**src/rtl/lc3b_fetch_unit.sv**
```systemverilog
// LC-3b instruction-fetch front end: owns the PC, runs the mem_read/mem_resp
// handshake and hands IR/PC to decode over a valid/ready interface.
module lc3b_fetch_unit #(
    parameter int unsigned     WIDTH      = 16,
    parameter logic [WIDTH-1:0] RESET_PC  = '0,
    parameter int unsigned     PC_INC     = 2,
    parameter int unsigned     ALIGN_BITS = 1,
    parameter int unsigned     CNT_W      = 16
) (
    input  logic             clk,
    input  logic             rst_n,
    output logic [WIDTH-1:0] mem_address,
    output logic             mem_read,
    input  logic [WIDTH-1:0] mem_rdata,
    input  logic             mem_resp,
    output logic [WIDTH-1:0] ir,
    output logic [WIDTH-1:0] ir_pc,
    output logic             ir_valid,
    input  logic             ir_ready,
    input  logic             redirect,
    input  logic [WIDTH-1:0] redirect_target,
    output logic [CNT_W-1:0] fetch_count
);

    typedef enum logic [1:0] {
        START = 2'd0,
        FETCH = 2'd1,
        HOLD  = 2'd2
    } state_t;

    localparam logic [WIDTH-1:0] ALIGN_MASK =
        ~((WIDTH'(1) << ALIGN_BITS) - WIDTH'(1));

    state_t           state;
    state_t           state_next;
    logic [WIDTH-1:0] pc;
    logic [WIDTH-1:0] pending_target;
    logic             pending;

    function automatic logic [WIDTH-1:0] align_target(input logic [WIDTH-1:0] t);
        return t & ALIGN_MASK;
    endfunction

    // Outputs decode straight from state/pc, so nothing combinational leaks
    // from inputs to outputs.
    assign mem_read    = (state == FETCH);
    assign ir_valid    = (state == HOLD);
    assign mem_address = pc;

    always_ff @(posedge clk or negedge rst_n) begin
        if (!rst_n) begin
            state <= START;
        end else begin
            state <= state_next;
        end
    end

    always_comb begin
        state_next = state;
        case (state)
            START: state_next = FETCH;
            FETCH: begin
                if (mem_resp) begin
                    state_next = (pending || redirect) ? START : HOLD;
                end
            end
            HOLD: begin
                if (ir_ready || redirect) begin
                    state_next = FETCH;
                end
            end
            default: state_next = START;
        endcase
    end

    always_ff @(posedge clk or negedge rst_n) begin
        if (!rst_n) begin
            pc             <= RESET_PC;
            ir             <= '0;
            ir_pc          <= '0;
            pending        <= 1'b0;
            pending_target <= '0;
            fetch_count    <= '0;
        end else begin
            case (state)
                START: begin
                    if (redirect) begin
                        pc <= align_target(redirect_target);
                    end
                end
                FETCH: begin
                    // A redirect seen while the request is outstanding only
                    // takes effect once memory completes; the stale data is dropped.
                    if (mem_resp) begin
                        if (redirect) begin
                            pc <= align_target(redirect_target);
                        end else if (pending) begin
                            pc <= pending_target;
                        end else begin
                            ir    <= mem_rdata;
                            ir_pc <= pc;
                            pc    <= pc + WIDTH'(PC_INC);
                        end
                        pending <= 1'b0;
                    end else if (redirect) begin
                        pending        <= 1'b1;
                        pending_target <= align_target(redirect_target);
                    end
                end
                HOLD: begin
                    if (ir_ready) begin
                        fetch_count <= fetch_count + CNT_W'(1);
                    end
                    if (redirect) begin
                        pc <= align_target(redirect_target);
                    end
                end
                default: ;
            endcase
        end
    end

endmodule

```
**config.mk**
```make
export PLATFORM = sky130hd
export DESIGN_NAME = lc3b_fetch_unit
export DESIGN_NICKNAME = d
export VERILOG_FILES = /design/src/rtl/lc3b_fetch_unit.sv
export SDC_FILE = /design/constraint.sdc
export NUM_CORES = 1
export LEC_CHECK = 0
export BUFFER_PORTS_ARGS = -buffer_cell sky130_fd_sc_hd__buf_2
export CAP_MARGIN = 20
export CORE_ASPECT_RATIO = 0.6
export CORE_UTILIZATION = 56
export DETAILED_ROUTE_END_ITERATION = 16
export HOLD_SLACK_MARGIN = 0.1
export PLACE_DENSITY = 0.93
export SYNTH_ARGS = -nofsm -noshare
export SYNTH_HDL_FRONTEND = slang
export SYNTH_SLANG_ARGS = --single-unit
```
**constraint.sdc**
```tcl
create_clock -name clk -period 3.2 [get_ports clk]
set_input_delay 0.32 -clock clk [delete_from_list [all_inputs] [get_ports clk]]
set_output_delay 0.32 -clock clk [all_outputs]
set_load 0.05 [all_outputs]
```
==> impl_metrics.py <==
metrics = {
    "pwr": {
        "power_density_nw_per_um2": 1160,
        "p_leak_uw": 0.00219,
        "p_total_uw": 5350,
        "ir_drop_mv": 0.811,
    },
    "worst_setup_path": {
        "r2r_cells": 3,
        "end_kind": "register",
        "worstPathMaxFanout": 23,
        "cp_data_required_time_ns": 3.41,
        "timing.rr.start": "pending$_DFFE_PN0P_",
        "slowest_stage": "dfrtp_1",
        "path_cells": "clkinv_1 -> nand3_4 -> mux2_2",
        "r2r_slack_ns": 0.82,
        "max_stage_delay_ns": 0.92,
        "crit_type": "register to register",
        "startpoint_type": "register",
        "r2r-end": "ir_pc[2]$_DFFE_PN0P_",
        "cp.arrival_ns": 2.59,
    },
    "clocking": {
        "h-tree-depth": 3,
        "cts_tree": "yes",
        "max-clock-path-buffers": 2,
        "clk_pin_slew_ns": 0.06,
        "clock_latency_ns": 0.33,
        "cts-root-buf": "clkbuf_16",
        "hold_buffers": 0,
        "cts_resized": 0,
        "postCtsSetupBuffers": 0,
        "numCtsBuffers": 9,
        "cts.sink_count": 80,
    },
    "sta": {
        "fin_crit_sh_pct": 74.5,
        "slew_headroom_pct": 35.1,
        "tightest_slew_ns": 0.973,
        "setup_viol": 0,
        "whs_ns": 0.144,
        "finClkSkew_ns": 0.00837,
        "rsz0062_at_grt": "false",
        "finalHoldViolCount": 0,
        "finalSetupTns_ns": 0,
        "fmax_mhz": 420,
        "final_max_slew_viol_count": 0,
        "post-route-min-period_ns": 2.38,
    },
    "placement": {
        "place.port_buffers": 99,
        "dp_hpwl_um": 5840,
        "dpl.cell_count": 491,
        "routabilityCongestion": 0.802,
    },
    "finish": {
        "finalNetCount": 457,
        "fill_cells": 449,
        "diodes": 0,
        "seq_area_sq_um": 2000,
        "fin_cells": 507,
        "multi_input_area_sq_um": 1690,
        "drive_gt1_share_pct": 40.7,
        "area_growth_pct": 21.0,
        "post-route-util_pct": 72.9,
    },
    "detailed_routing": {
        "antenna_left": 0,
        "vias": 2939,
        "drtIter0Drc": 212,
        "drtPass1Iterations": 5,
        "wirelength_um": 8570,
        "routed_via_density": 5.80,
        "drcViolationCount": 0,
        "wl_per_cell_um": 16.9,
    },
    "die": {
        "ios": 103,
        "die_y_um": 65.9,
        "die_x_um": 109,
        "start_util_pct": 60.2,
        "die-area_sq_um": 7150,
        "core_area_sq_um": 6330,
        "rows": 22,
    },
    "synthesis": {
        "synth_seq_area_share_pct": 52.5,
        "synthDominantCellAreaShare_pct": 52.5,
        "synth_seq_cells": 80,
        "postSynth.asyncResetShare_pct": 100,
        "synth-main-ff-cell": "dfrtp_1",
        "synth.top_cells.by_count": "dfrtp_1, mux2_2, nand2_1",
        "synthCells": 319,
        "synth_most_common_cell": "dfrtp_1",
        "avgSynthCellArea_sq_um": 12.0,
        "synth_area_leaders": "dfrtp_1, mux2_2, xnor2_1, mux2_4, nand2_1",
        "netlist_area_sq_um": 3810,
        "yosysWarnings": 0,
        "synthDistinctLibCells": 56,
        "yosysTopAreaCell": "dfrtp_1",
        "synth_edf_count": 0,
    },
    "global_routing": {
        "grt_pass1_vias": 2978,
        "grt.total_usage_pct": 26.1,
        "grt_max_degree": 81,
        "grt_pass1_wl_um": 14200,
        "grt-ovfl-total": 0,
        "antenna_found_initial": 0,
    },
    "flow_run": {
        "cap_violations": 0,
    },
    "hold_path": {
        "hold_path_class": "input port to async pin",
    },
    "run_status": {
        "outcome": "finished clean",
    },
}
[cell type report]
class / instances / area share [%]
sequential: 80 / 43.4
multi-input combinational: 219 / 36.6
timing repair buffer: 102 / 11.3
clock buffer: 11 / 5.26
tap: 84 / 2.28
clock inverter: 5 / 0.705
inverter: 6 / 0.488
[logic make-up (layout without fill, tap and decap cells)]
group	count (synthesis)	after routing	share of synthesized area, %
simple gates	93	93	13.4
flops	80	80	52.5
mux	54	54	16.6
compound gates	47	47	8.66
xor+xnor	21	21	4.82
buf+inv	21	124	3.31
fa+ha+maj	2	2	0.656
other cells	1	2	0.0984
[cell usage in the layout, fill, tap and decap left out, drive strengths merged, types with 2 or more instances in the layout]
cell type  instances
nor4               5
and2b              2
mux2              49
a22o               3
dfrtp             80
a22oi              2
o21ai              9
a21oi             12
nor3              11
ha                 2
nor2              15
xnor2             14
o211ai             2
clkinv             3
nand2b             4
buf              102
and3               2
mux2i              5
xor2               7
and4               3
conb               2
clkinvlp           3
nand3             13
a211oi             4
a21o               4
nand2             20
clkbuf            11
nand4              8
a221o              2
inv                5
nor3b              3
[worst max-delay path by stage]
stage / start / endpoint / slack [ns] / cells past startpoint
global placement: state[1]$_DFFE_PN0P_ / ir_pc[2]$_DFFE_PN0P_ / 0.98 / 4
floorplan: mem_address[1]$_DFFE_PN0P_ / mem_address[15]$_DFFE_PN0P_ / 1.27 / 5
detailed placement: state[1]$_DFFE_PN0P_ / ir_pc[10]$_DFFE_PN0P_ / 0.92 / 4
CTS: pending$_DFFE_PN0P_ / ir_pc[10]$_DFFE_PN0P_ / 0.89 / 3
finish: pending$_DFFE_PN0P_ / ir_pc[2]$_DFFE_PN0P_ / 0.82 / 3
global route: pending$_DFFE_PN0P_ / ir_pc[2]$_DFFE_PN0P_ / 0.72 / 3
[power by group]
part | switching [uW] | leakage, uW | internal, uW
logic | 1750 | 0.00108 | 829
clock network | 396 | 0.000128 | 543
registers | 410 | 0.000985 | 1430
total | 2550 | 0.00219 | 2800
[metrics by stage]
stage,area [sq um],setup WS (ns)
after global routing,4610,0.717
final,4610,0.817
after global placement,4340,0.975
after floorplan,3820,1.27
after CTS,4610,0.892
after detailed placement,4340,0.919
[registers in the layout (all words and copies together), names as in the netlist]
signal,flops
mem_address,15
pending_target,15
ir_pc,15
state,2
fetch_count,16
pending,1
ir,16
[per-layer routing]
layer  GRT usage, %  wire (um)  part of all wire (%)  vias up
li1               -          -                     -     1353
met1           33.8       3860                    45     1439
met2           43.0       3980                    46      139
met3           7.59        656                   7.7        8
met4           7.60         80                  0.93        0
met5              0          0                     0        -
[critical path, delay by kind of cell (launching register included)]
kind / cells / cell delay [ns]
DFF: 1 / 0.92
muxes: 1 / 0.38
buffers and inverters: 1 / 0.60
and+or+nand+nor: 1 / 0.36
Power figures use the tool's default switching activity.
